File: src/rtl/add8_result_fifo.sv
// ---------------------------------------------------------------------------
// add8_result_fifo
//
// Collection stage behind the 8-bit adder (add8_normal / add8_pipeline).
// Launched operations are tracked through the adder latency with a valid
// delay line. Each {cout,sum} result is captured into a first-word-fall-through
// FIFO with a ready/valid output. The block also keeps a running 16-bit total
// and a saturating count of results that carried out.
//
// Optional feature macro: ADD8_RES_CHECK_EN
//   When defined, the expected result cina+cinb+cin is computed at launch and
//   carried alongside the valid bit. A mismatch against the adder output sets
//   the sticky err flag. When undefined, err is tied low.
//
// FIFO states (derived from count, no separate state register)
//   state   | meaning
//   EMPTY   | count == 0, out_valid low
//   PARTIAL | 0 < count < DEPTH
//   FULL    | count == DEPTH, a result is accepted only alongside a pop
//
// Parameters
//   LAT       adder result latency in clk_100M edges (1..4)
//   DEPTH     FIFO entries, power of two (2..16)
//
// Ports
//   clk_100M    in   clock, rising edge
//   rst         in   asynchronous active-high reset
//   in_valid    in   operation launched into the adder this cycle
//   cin         in   operand carry-in
//   cina        in   operand A [7:0]
//   cinb        in   operand B [7:0]
//   sum         in   adder sum output [7:0]
//   cout        in   adder carry output
//   out_ready   in   consumer accepts the head entry
//   out_valid   out  FIFO not empty
//   out_data    out  FIFO head {cout,sum} [8:0]
//   full        out  FIFO holds DEPTH entries
//   drop        out  sticky: a result was lost because the FIFO was full
//   acc         out  running sum of accepted results, modulo 2^16 [15:0]
//   carry_cnt   out  accepted results with cout=1, saturating at 255 [7:0]
//   err         out  sticky self-check mismatch flag
// ---------------------------------------------------------------------------
module add8_result_fifo #(
    parameter int LAT   = 1,
    parameter int DEPTH = 8
) (
    input  logic        clk_100M,
    input  logic        rst,
    input  logic        in_valid,
    input  logic        cin,
    input  logic [7:0]  cina,
    input  logic [7:0]  cinb,
    input  logic [7:0]  sum,
    input  logic        cout,
    input  logic        out_ready,
    output logic        out_valid,
    output logic [8:0]  out_data,
    output logic        full,
    output logic        drop,
    output logic [15:0] acc,
    output logic [7:0]  carry_cnt,
    output logic        err
);

    localparam int AW = $clog2(DEPTH);
    localparam logic [AW:0] FULL_CNT = (AW+1)'(DEPTH);

    logic [LAT-1:0] vld_sr;
    logic           res_vld;
    logic [8:0]     res_word;

    logic [8:0]     mem [DEPTH];
    logic [AW-1:0]  wr_ptr;
    logic [AW-1:0]  rd_ptr;
    logic [AW:0]    count;
    logic           push;
    logic           pop;

    // Valid delay line: the last stage lines up with the adder output.
    always_ff @(posedge clk_100M or posedge rst) begin
        if (rst) begin
            vld_sr <= '0;
        end else begin
            vld_sr[0] <= in_valid;
            for (int i = 1; i < LAT; i++) begin
                vld_sr[i] <= vld_sr[i-1];
            end
        end
    end

    assign res_vld  = vld_sr[LAT-1];
    assign res_word = {cout, sum};

    assign out_valid = (count != '0);
    assign full      = (count == FULL_CNT);
    assign pop       = out_valid && out_ready;
    // A full FIFO still takes a result when the head leaves on the same edge.
    assign push      = res_vld && (!full || pop);
    assign out_data  = mem[rd_ptr];

    always_ff @(posedge clk_100M) begin
        if (push) begin
            mem[wr_ptr] <= res_word;
        end
    end

    always_ff @(posedge clk_100M or posedge rst) begin
        if (rst) begin
            wr_ptr    <= '0;
            rd_ptr    <= '0;
            count     <= '0;
            acc       <= 16'h0000;
            carry_cnt <= 8'h00;
            drop      <= 1'b0;
        end else begin
            if (push) begin
                wr_ptr <= wr_ptr + AW'(1);
            end
            if (pop) begin
                rd_ptr <= rd_ptr + AW'(1);
            end
            case ({push, pop})
                2'b10:   count <= count + (AW+1)'(1);
                2'b01:   count <= count - (AW+1)'(1);
                default: count <= count;
            endcase
            if (push) begin
                acc <= acc + {7'b0, res_word};
                if (cout && (carry_cnt != 8'hFF)) begin
                    carry_cnt <= carry_cnt + 8'd1;
                end
            end
            if (res_vld && !push) begin
                drop <= 1'b1;
            end
        end
    end

`ifdef ADD8_RES_CHECK_EN
    logic [8:0] exp_sr [LAT];
    logic       err_q;

    // Expected result travels with the valid bit so the compare sees the
    // operands that produced the current adder output.
    always_ff @(posedge clk_100M or posedge rst) begin
        if (rst) begin
            for (int i = 0; i < LAT; i++) begin
                exp_sr[i] <= 9'h000;
            end
            err_q <= 1'b0;
        end else begin
            exp_sr[0] <= {1'b0, cina} + {1'b0, cinb} + {8'b0, cin};
            for (int i = 1; i < LAT; i++) begin
                exp_sr[i] <= exp_sr[i-1];
            end
            // Checked whether the result is accepted or dropped.
            if (res_vld && (exp_sr[LAT-1] != res_word)) begin
                err_q <= 1'b1;
            end
        end
    end

    assign err = err_q;
`else
    logic unused_operands;
    assign unused_operands = ^{cin, cina, cinb};
    assign err = 1'b0;
`endif

endmodule

File: config.mk
export PLATFORM = sky130hd
export DESIGN_NAME = add8_result_fifo
export DESIGN_NICKNAME = d
export VERILOG_FILES = /design/src/rtl/add8_result_fifo.sv
export SDC_FILE = /design/constraint.sdc
export NUM_CORES = 1
export LEC_CHECK = 0
export BUFFER_PORTS_ARGS = -buffer_cell sky130_fd_sc_hd__buf_2
export CAP_MARGIN = 0
export CORE_MARGIN = 10
export CORE_UTILIZATION = 52
export CTS_CLUSTER_DIAMETER = 60
export DETAILED_ROUTE_END_ITERATION = 7
export PLACE_DENSITY = 0.73
export SLEW_MARGIN = 20
export SYNTH_ARGS = -nofsm -noshare
export SYNTH_HDL_FRONTEND = slang
export SYNTH_SLANG_ARGS = --single-unit
File: constraint.sdc
create_clock -name clk_100M -period 2.7 [get_ports clk_100M]
set_input_delay 0.675 -clock clk_100M [delete_from_list [all_inputs] [get_ports clk_100M]]
set_output_delay 0.675 -clock clk_100M [all_outputs]
set_load 0.02 [all_outputs]
== Word level (Yosys, flattened, before mapping) ==
Memories as Yosys holds them, arrays and structs flattened.
Index checks and enable logic that the tools add are counted.

* Flip-flop bits (word level): 36
* Output and inout bits: 37
* Bits of input ports: 30
* Logic and storage cells: 31
* Memories: 1
* RAM bits: 72

* Add/sub/neg operators: 6
* Mux-type cells: 3
* Eq/ne operators: 4
* Reductions and logical operators: 10

{| class="wikitable"
|+ Memories
! memory !! words !! width !! rd ports !! clocked after Yosys merged registers in !! wr ports !! RTL line !! RTL
|-
| mem || 8 || 9 || 1 || 0 || 1 || 72 || <nowiki>logic [8:0] mem [DEPTH];</nowiki>
|}

{| class="wikitable"
|+ Operators with widths
! cell !! count
|-
| adder 16 x 9 -> 16 bit || 1
|-
| adder 8 x 1 -> 8 bit, second input constant || 1
|-
| != test 8 bit, second input constant || 1
|-
| case mux 4 bit (2 select lines) || 1
|-
| adder 3 x 1 -> 3 bit, second input constant || 2
|-
| adder 4 x 1 -> 4 bit, second input constant || 1
|-
| == test 4 bit, second input constant || 1
|-
| logical AND 1 bit || 4
|-
| nonzero test 4 bit || 1
|-
| subtractor 4 x 1 -> 4 bit, second input constant || 1
|-
| == test 2 x 1 -> 1 bit, second input constant || 1
|-
| == test 2 bit, second input constant || 1
|-
| zero test 1 bit || 2
|-
| two-way mux 1 bit || 2
|-
| AND reduction 2 bit || 1
|-
| nonzero test 2 bit || 1
|-
| logical OR 1 bit || 1
|}

== Logic depth before layout (Yosys ltp) ==
Gate-level depths: netlist of the first run.

* Word-level depth: 6
* Depth in mapped cells: 8
* Mapped depth without buffers: 8

== Worst setup path before layout of the first run ==
No wires, ideal clock.

* Path kind: input port to flip-flop
* Start: input out_ready
* End: memory mem[2][0], enable pin
* Setup slack: 117 ps
* Buffers on the path: 1
* Arrival time: 2180 ps
* Stages on the path: 4
* Library setup time: 403 ps
* Required time: 2297 ps
* Path through: inv_1 > a21o_1 > buf_2 > nor4b_1

* Cells in the longest elaborated chain, start to end: 5

{| class="wikitable"
|+ Ends and longest elaborated chain
! what !! RTL line !! RTL
|-
| from (decl) || 55 || <nowiki>input logic out_ready,</nowiki>
|-
| logical AND 1 bit || 96 || <nowiki>assign pop = out_valid && out_ready;</nowiki>
|-
| logical OR 1 bit || 98 || <nowiki>assign push = res_vld && (!full || pop);</nowiki>
|-
| logical AND 1 bit || 98 ||
|-
| two-way mux 1 bit || 102 || <nowiki>if (push) begin</nowiki>
|-
| two-way mux 1 bit (implied by the code) || 103 || <nowiki>mem[wr_ptr] <= res_word;</nowiki>
|-
| to (decl) || 72 ||
|}

Every way passes these cells.

== Worst setup path after layout of the first run ==
* Start: register rd_ptr[0]
* End: output out_data[5]

* Cells in the longest elaborated chain, start to end: 1

{| class="wikitable"
|+ Ends and longest elaborated chain
! what !! RTL line !! RTL
|-
| from (decl) || 74 || <nowiki>logic [AW-1:0] rd_ptr;</nowiki>
|-
| from (signal assigned) || 120 || <nowiki>rd_ptr <= rd_ptr + AW'(1);</nowiki>
|-
| memory (8 x 9 bit) || -- ||
|-
| to (decl) || 57 || <nowiki>output logic [8:0] out_data,</nowiki>
|}

Every way passes these cells.

==> results of run 1 <==
==> worst max-delay path, delay by kind of cell, from the launching register on <==
family                 cells  cell delay [ns]
multiplexers               2             0.81
buffers and inverters      2             0.38
flip-flops                 1             0.38
==> layer usage <==
metal	global-route usage (%)	vias to the layer above	share of wire, %
met3	3.62	17	5.0
met1	18.2	1380	43
li1	-	1284	-
met5	0	-	0
met2	24.1	56	50
met4	6.17	0	2.2
==> registers in the layout, indices dropped and copies added, names as in the netlist <==
signal and count:
mem 72, acc 16, carry_cnt 8, count 4
rd_ptr 3, wr_ptr 3, drop 1, res_vld 1
==> final cells by class <==
type | instances | area share, %
multi-input cells | 181 | 30.3
flip-flops and latches | 108 | 56.3
clock inverters | 5 | 0.850
inverters | 7 | 0.483
well taps | 108 | 2.48
repair buffers | 64 | 6.85
clock buffers | 11 | 2.80
==> kinds of logic (layout without fill, tap and decap cells) <==
group	Yosys count	after routing	synth area share [%]
multiplexers	32	32	11.8
adder cells (fa/ha/maj)	16	16	4.50
XOR/XNOR	26	26	4.76
AO/OA/AOI/OAI	36	36	5.08
other	1	1	0.0784
AND/OR/NAND/NOR	70	70	7.98
buffers and inverters	18	87	1.73
flip-flops	108	108	64.1
==> worst max path at each step <==
stage / end / startpoint / cells past startpoint / slack, ns
final: out_data[5] / rd_ptr[0] / 4 / 0.09
after global routing: out_data[0] / rd_ptr[0] / 4 / 0.004
after CTS: out_data[5] / rd_ptr[0] / 4 / 0.05
after detailed placement: acc[8] / sum[0] / 8 / 0.10
after global placement: acc[8] / sum[0] / 8 / 0.13
after floorplan: mem[2][0] / out_ready / 4 / 0.12
==> power by group <==
| group | switching, mW | internal [mW] | leakage [nW] | total [mW] |
|---|---|---|---|---|
| Sequential | 0.332 | 2.17 | 1.10 | 2.50 |
| Clock | 0.573 | 0.413 | 0.102 | 0.986 |
| Combinational | 1.33 | 1.12 | 1.02 | 2.44 |
| Total | 2.23 | 3.70 | 2.22 | 5.93 |
==> cells in the final DEF, fill, tap and decap left out, drive strengths merged, types with 10 or more instances in the layout <==
cell    count
a21oi      12
buf        64
clkbuf     11
dfrtp      36
edfxtp     72
ha         14
inv        12
mux2       12
mux4       18
nand2      29
nor2       10
xnor2      11
xor2       15
==> metrics by stage <==
| stage | power [mW] | cells |
|---|---|---|
| finish | 5.93 | 484 |
| global route | 6.35 | 484 |
| CTS | 6.01 | 484 |
| detailed placement | 5.03 | 468 |
| global placement | 4.96 | 468 |
| floorplan | 4.25 | 307 |
==> flow_metrics.env, run 1 <==
export IMPL_status="complete, no violations"
export IMPL_wl_per_cell_um=18.9
export IMPL_post_synth_top_count_cell="edfxtp_1"
export IMPL_clk_latency_ns=0.37
export IMPL_initial_utilization_pct=54.0
export IMPL_io_buffers=48
export IMPL_fin_crit_sh_pct=96.8
export IMPL_timing_final_ws_setup_ns=0.0858
export IMPL_yosysUniqueCellTypes=50
export IMPL_final_net_count=417
export IMPL_ios=67
export IMPL_fp_coreArea_um2=8850
export IMPL_synthArstFlopShare_pct=33.3
export IMPL_post_route_util_pct=61.5
export IMPL_period_needed_ns=2.61
export IMPL_synth_edf_count=72
export IMPL_fin_setup_tns_ns=0
export IMPL_crit_slowest_cell="mux4_2"
export IMPL_setup_viol=0
export IMPL_finalMaxSlewViolations=0
export IMPL_whs_ns=0.333
export IMPL_worstMarginPinSlew_ns=0.555
export IMPL_antenna_cells=0
export IMPL_finClkSkew_ns=0.0104
export IMPL_ctsHoldBuffers=0
export IMPL_r2r_cells=8
export IMPL_synth_top_area_share_pct=45.2
export IMPL_cts_setup_buffers=0
export IMPL_netlist_area_um2=4780
export IMPL_synthFlopType="edfxtp_1"
export IMPL_fmax_mhz=383
export IMPL_netlist_top_cells_area="edfxtp_1 (45%), dfrtp_1 (19%), mux4_2 (8.5%), ha_1 (3.7%), xor2_1 (2.7%)"
export IMPL_synth_common_cells="edfxtp_1 (72), dfrtp_1 (36), nand2_1 (27)"
export IMPL_die_h_um=116
export IMPL_grt_pass1_vias=2899
export IMPL_antenna_left=0
export IMPL_pre_cts_slack_ns=0.102
export IMPL_cp_cell_sequence="buf_12 -> mux4_2 -> mux2_2 -> buf_2"
export IMPL_cp_data_required_time_ns=2.03
export IMPL_grt_pass1_wl_mm=15.1
export IMPL_grt_max_degree=24
export IMPL_vias_per_cell=5.65
export IMPL_grt_use_total_pct=14.7
export IMPL_r2r_start="count[1]"
export IMPL_leakage_nw=2.22
export IMPL_startpoint_type="register"
export IMPL_syn_instance_count=307
export IMPL_r2r_end="count[3]"
export IMPL_grt_antenna_before_repair=0
export IMPL_wl_mm=9.15
export IMPL_seq_area_frac_synth_pct=64.1
export IMPL_drt_first_pass_iters=4
export IMPL_cap_violations=0
export IMPL_drive_above_1_share_pct=31.9
export IMPL_htreeDepth=3
export IMPL_synth_avg_cell_area_um2=15.6
export IMPL_stdcell_area_um2=5440
export IMPL_worstSetupPathType="register to output port"
export IMPL_hp_class="primary input to asynchronous set/reset pin"
export IMPL_place_gp_congestion=0.745
export IMPL_post_cts_resized=0
export IMPL_hold_viol=0
export IMPL_dieWidth_um=116
export IMPL_root_buffer="clkbuf_8"
export IMPL_place_area_um2=5250
export IMPL_nFillCells=660
export IMPL_dp_hpwl_mm=6.37
export IMPL_relSlewSlack_pct=63.0
export IMPL_ir_drop_mv=0.575
export IMPL_path_clk_slew_ns=0.10
export IMPL_vias=2737
export IMPL_cp_slowest_stage_delay_ns=0.51
export IMPL_syn2layout_area_growth_pct=13.9
export IMPL_dieArea_um2=13400
export IMPL_cts_sinks=108
export IMPL_path_max_fanout=20
export IMPL_cts_tree="built"
export IMPL_multiInputGateArea_um2=1650
export IMPL_ys_seq_elements=108
export IMPL_rsz0062_at_grt="no"
export IMPL_synth_largest_area_cell="edfxtp_1"
export IMPL_drt_iter0_drc=229
export IMPL_cellPowerDensity_nw_per_um2=1090
export IMPL_cts_buffers=9
export IMPL_gr_total_overflow=0
export IMPL_critPathArrivalTime_ns=1.94
export IMPL_clk_path_buf_depth=2
export IMPL_ys_warn_count=0
export IMPL_drc=0
export IMPL_r2r_slack_ns=0.37
export IMPL_core_rowCount=34
export IMPL_register_area_um2=3060
export IMPL_cp_end_kind="output port"
export IMPL_synth_fp_nets=353
(Power assumes the default switching activity.)
==> run 2, diff against run 1 <==
Settings changed: MAX_ROUTING_LAYER set to met4.
==> run 2 against run 1 <==
Against the previous run: register-to-register slack is essentially flat; global-route usage grew 0.45 points; largest power group unchanged; non-clock buffer count unchanged; clock skew hardly changed; sequential share of layout area did not move; cell area stayed put; fmax barely moved; first-iteration DRC count is 3.1% higher; die area unchanged; critical path depth stayed put.
==> flow_metrics.env, run 2 (synthesis gave the netlist of run 1 again) <==
export IMPL_status="complete, no violations"
export IMPL_post_cts_resized=0
export IMPL_drt_first_pass_iters=4
export IMPL_hold_viol=0
export IMPL_initial_utilization_pct=54.0
export IMPL_grt_pass1_vias=2905
export IMPL_r2r_start="count[1]"
export IMPL_path_max_fanout=20
export IMPL_grt_pass1_wl_mm=15.1
export IMPL_ir_drop_mv=0.580
export IMPL_drive_above_1_share_pct=31.9
export IMPL_cp_end_kind="output port"
export IMPL_syn2layout_area_growth_pct=13.9
export IMPL_whs_ns=0.334
export IMPL_worstMarginPinSlew_ns=0.554
export IMPL_setup_viol=0
export IMPL_ios=67
export IMPL_root_buffer="clkbuf_8"
export IMPL_finalMaxSlewViolations=0
export IMPL_fp_coreArea_um2=8850
export IMPL_register_area_um2=3060
export IMPL_cts_tree="built"
export IMPL_pre_cts_slack_ns=0.102
export IMPL_hp_class="primary input to asynchronous set/reset pin"
export IMPL_grt_max_degree=24
export IMPL_mostFrequentLayoutCell="edfxtp_1"
export IMPL_htreeDepth=3
export IMPL_drc=0
export IMPL_antenna_left=0
export IMPL_drt_iter0_drc=236
export IMPL_critPathArrivalTime_ns=1.94
export IMPL_worstSetupPathType="register to output port"
export IMPL_dp_hpwl_mm=6.37
export IMPL_r2r_end="count[3]"
export IMPL_cts_buffers=9
export IMPL_multiInputGateArea_um2=1650
export IMPL_rsz0062_at_grt="no"
export IMPL_layout_common_cells="edfxtp_1 (72), buf_2 (48), dfrtp_1 (36)"
export IMPL_dieArea_um2=13400
export IMPL_startpoint_type="register"
export IMPL_largest_register="mem"
export IMPL_largest_reg_flops=72
export IMPL_wl_mm=9.13
export IMPL_cts_setup_buffers=0
export IMPL_core_rowCount=34
export IMPL_r2r_slack_ns=0.37
export IMPL_nFillCells=660
export IMPL_dieWidth_um=116
export IMPL_vias=2733
export IMPL_fin_setup_tns_ns=0
export IMPL_r2r_cells=8
export IMPL_fmax_mhz=383
export IMPL_cap_violations=0
export IMPL_relSlewSlack_pct=63.0
export IMPL_fin_crit_sh_pct=96.8
export IMPL_placed_cells=468
export IMPL_finClkSkew_ns=0.0106
export IMPL_antenna_cells=0
export IMPL_path_clk_slew_ns=0.10
export IMPL_period_needed_ns=2.61
export IMPL_leakage_nw=2.22
export IMPL_clk_path_buf_depth=2
export IMPL_stdcell_count=484
export IMPL_die_h_um=116
export IMPL_top_regs="mem: 72 flops, acc: 16 flops, carry_cnt: 8 flops"
export IMPL_gr_total_overflow=0
export IMPL_ctsHoldBuffers=0
export IMPL_io_buffers=48
export IMPL_final_net_count=417
export IMPL_grt_use_total_pct=15.1
export IMPL_cellPowerDensity_nw_per_um2=1090
export IMPL_grt_antenna_before_repair=0
export IMPL_timing_final_ws_setup_ns=0.0860
export IMPL_cts_sinks=108
export IMPL_wl_per_cell_um=18.9
export IMPL_cp_data_required_time_ns=2.03
export IMPL_clk_latency_ns=0.37
export IMPL_place_gp_congestion=0.755
export IMPL_vias_per_cell=5.65
-- run 2: cell counts in the layout (fill, tap and decap cells not counted) --
Identical to the previous run, type by type.
-- run 2: per-stage QoR --
step | cell area, um2 | utilization, % | power (mW)
2_1_floorplan | 4780 | - | 4.25
3_3_place_gp | 5250 | 59.3 | 4.96
3_5_place_dp | 5250 | 59.3 | 5.03
4_1_cts | 5440 | 61.5 | 6.01
5_1_grt | 5440 | 61.5 | 6.35
6_report | 5440 | 61.5 | 5.93
-- run 2: layout make-up --
class | count | area share [%]
clock inverter | 5 | 0.850
multi-input combinational | 181 | 30.3
timing repair buffer | 64 | 6.85
tap | 108 | 2.48
sequential | 108 | 56.3
inverter | 7 | 0.483
clock buffer | 11 | 2.80
-- run 2: worst max-delay path, cell delays in order, from the launching register on --
cell and delay (ns):
dfrtp_1 0.38, buf_12 0.21, mux4_2 0.51, mux2_2 0.30
buf_2 0.17
-- run 2: where the power goes --
group,switching (mW),internal [mW],total (mW)
Combinational,1.33,1.12,2.44
Clock,0.572,0.413,0.985
Sequential,0.332,2.17,2.50
-- run 2: how the worst max path moves through the flow --
stage,start,to,slack [ns],cells past startpoint
global placement,sum[0],acc[8],0.13,8
CTS,rd_ptr[0],out_data[5],0.05,4
floorplan,out_ready,mem[2][0],0.12,4
finish,rd_ptr[0],out_data[5],0.09,4
detailed placement,sum[0],acc[8],0.10,8
global route,rd_ptr[0],out_data[0],0.004,4
-- run 2: routing by layer --
metal	GRT usage, %	wire length, um	vias to the layer above	part of all wire (%)
met5	-	0	-	0
met3	2.84	314	17	3.4
li1	-	-	1285	-
met4	6.17	174	0	1.9
met1	18.7	4050	1384	44
met2	24.1	4600	47	50
==> run 3, diff against run 2 <==
Settings changed: GPL_ROUTABILITY_DRIVEN set to 0.
Clock period 2.7 ns to 3.2 ns, I/O delays scaled along.
==> run 3 against run 2 <==
Against the previous run: combinational power decreased by 17%; setup slack improved by 0.24 ns; clock skew decreased by 0.0018 ns; worst hold slack improved by 0.13 ns; register-to-register slack improved by 0.48 ns; first-iteration DRC count decreased by 43%; critical endpoint unchanged.
==> flow_metrics.env, run 3 (synthesis gave the netlist of run 1 again) <==
export IMPL_mostFrequentLayoutCell="edfxtp_1"
export IMPL_clk_path_buf_depth=2
export IMPL_grt_use_total_pct=14.7
export IMPL_holdPathEnd="drop"
export IMPL_power_mw=4.89
export IMPL_worstSetupPathType="register to output port"
export IMPL_path_max_fanout=20
export IMPL_drt_first_pass_iters=4
export IMPL_finClkSkew_ns=0.00881
export IMPL_cp_end_kind="output port"
export IMPL_post_cts_resized=0
export IMPL_wl_per_cell_um=18.8
export IMPL_antenna_left=0
export IMPL_fin_setup_tns_ns=0
export IMPL_fin_crit_sh_pct=89.8
export IMPL_r2r_end="count[3]"
export IMPL_grt_antenna_before_repair=0
export IMPL_initial_utilization_pct=54.0
export IMPL_finalMaxSlewViolations=0
export IMPL_startpoint_type="register"
export IMPL_clk_latency_ns=0.37
export IMPL_ir_drop_mv=0.580
export IMPL_rsz0062_at_grt="no"
export IMPL_vias=2700
export IMPL_status="complete, no violations"
export IMPL_r2r_cells=8
export IMPL_cts_sinks=108
export IMPL_grt_pass1_wl_mm=14.7
export IMPL_worstMarginPinSlew_ns=0.710
export IMPL_cts_buffers=9
export IMPL_wl_mm=9.02
export IMPL_largest_register="mem"
export IMPL_final_net_count=414
export IMPL_hold_depth=1
export IMPL_min_from="drop"
export IMPL_hp_class="register to register"
export IMPL_die_h_um=116
export IMPL_ctsHoldBuffers=0
export IMPL_setup_viol=0
export IMPL_cp_data_required_time_ns=2.40
export IMPL_leakage_nw=2.18
export IMPL_r2r_start="count[1]"
export IMPL_gr_total_overflow=0
export IMPL_root_buffer="clkbuf_8"
export IMPL_dieArea_um2=13400
export IMPL_htreeDepth=3
export IMPL_cts_setup_buffers=0
export IMPL_layout_common_cells="edfxtp_1 (72), buf_2 (48), dfrtp_1 (36)"
export IMPL_ios=67
export IMPL_core_rowCount=34
export IMPL_top_regs="mem: 72 flops, acc: 16 flops, carry_cnt: 8 flops"
export IMPL_fp_coreArea_um2=8850
export IMPL_cellPowerDensity_nw_per_um2=908
export IMPL_drive_above_1_share_pct=31.4
export IMPL_largest_reg_flops=72
export IMPL_drt_iter0_drc=135
export IMPL_syn2layout_area_growth_pct=12.7
export IMPL_nFillCells=690
export IMPL_r2r_slack_ns=0.85
export IMPL_period_needed_ns=2.87
export IMPL_cap_violations=0
export IMPL_dp_hpwl_mm=6.19
export IMPL_register_area_um2=3060
export IMPL_grt_pass1_vias=2842
export IMPL_path_clk_slew_ns=0.10
export IMPL_multiInputGateArea_um2=1650
export IMPL_io_buffers=48
export IMPL_dieWidth_um=116
export IMPL_grt_max_degree=37
export IMPL_relSlewSlack_pct=52.7
export IMPL_cts_tree="built"
export IMPL_vias_per_cell=5.61
export IMPL_antenna_cells=0
export IMPL_drc=0
export IMPL_critPathArrivalTime_ns=2.07
export IMPL_hold_viol=0
export IMPL_fmax_mhz=348
-- run 3: cell count changes in the layout (fill, tap and decap cells not counted), sizes merged --
cell      change
clkinv        +4
buf           -3
inv           -4
clkbuf        -2
clkinvlp      +2
-- run 3: cell type report --
| type | instances | area share (%) |
|---|---|---|
| multi-input cells | 181 | 30.6 |
| repair buffers | 61 | 6.27 |
| clock buffers | 9 | 2.30 |
| flip-flops and latches | 108 | 56.9 |
| inverters | 7 | 0.488 |
| well taps | 108 | 2.51 |
| clock inverters | 7 | 0.976 |
-- run 3: how the worst max path moves through the flow --
stage               from     endpoint  slack [ns]  cells after the start
2_1_floorplan  out_ready    mem[2][0]        0.49                      4
3_3_place_gp      sum[0]       acc[8]        0.41                      8
3_5_place_dp      sum[0]       acc[8]        0.38                      8
4_1_cts        rd_ptr[0]  out_data[5]        0.28                      4
5_1_grt        rd_ptr[0]  out_data[5]        0.21                      4
6_report       rd_ptr[0]  out_data[5]        0.33                      4
-- run 3: worst max-delay path, stage by stage (launching register included) --
cell	delay, ns
dfrtp_1	0.33
buf_4	0.35
mux4_2	0.56
mux2_2	0.29
buf_2	0.16
-- run 3: power breakdown --
part           internal [mW]  switching [mW]  total [mW]  leakage, nW
logic                  0.912            1.12        2.03        0.999
clock network          0.287           0.461       0.748       0.0848
registers               1.83           0.277        2.11         1.10
-- run 3: layer usage --
layer | share of wire, % | GRT usage, % | wire (um)
met3 | 3.6 | 2.48 | 327
met5 | 0 | - | 0
met2 | 49 | 23.2 | 4460
met1 | 45 | 18.5 | 4100
met4 | 1.4 | 5.92 | 125
-- run 3: stage by stage --
step	setup WS, ns	utilization (%)	hold slack, ns	cell area (um2)	cells
after floorplan	0.492	-	0.466	4780	307
after global placement	0.411	58.9	0.450	5210	465
after detailed placement	0.379	58.9	0.450	5210	465
after CTS	0.280	60.9	0.475	5390	481
after global routing	0.207	60.9	0.491	5390	481
final	0.325	60.9	0.469	5390	481
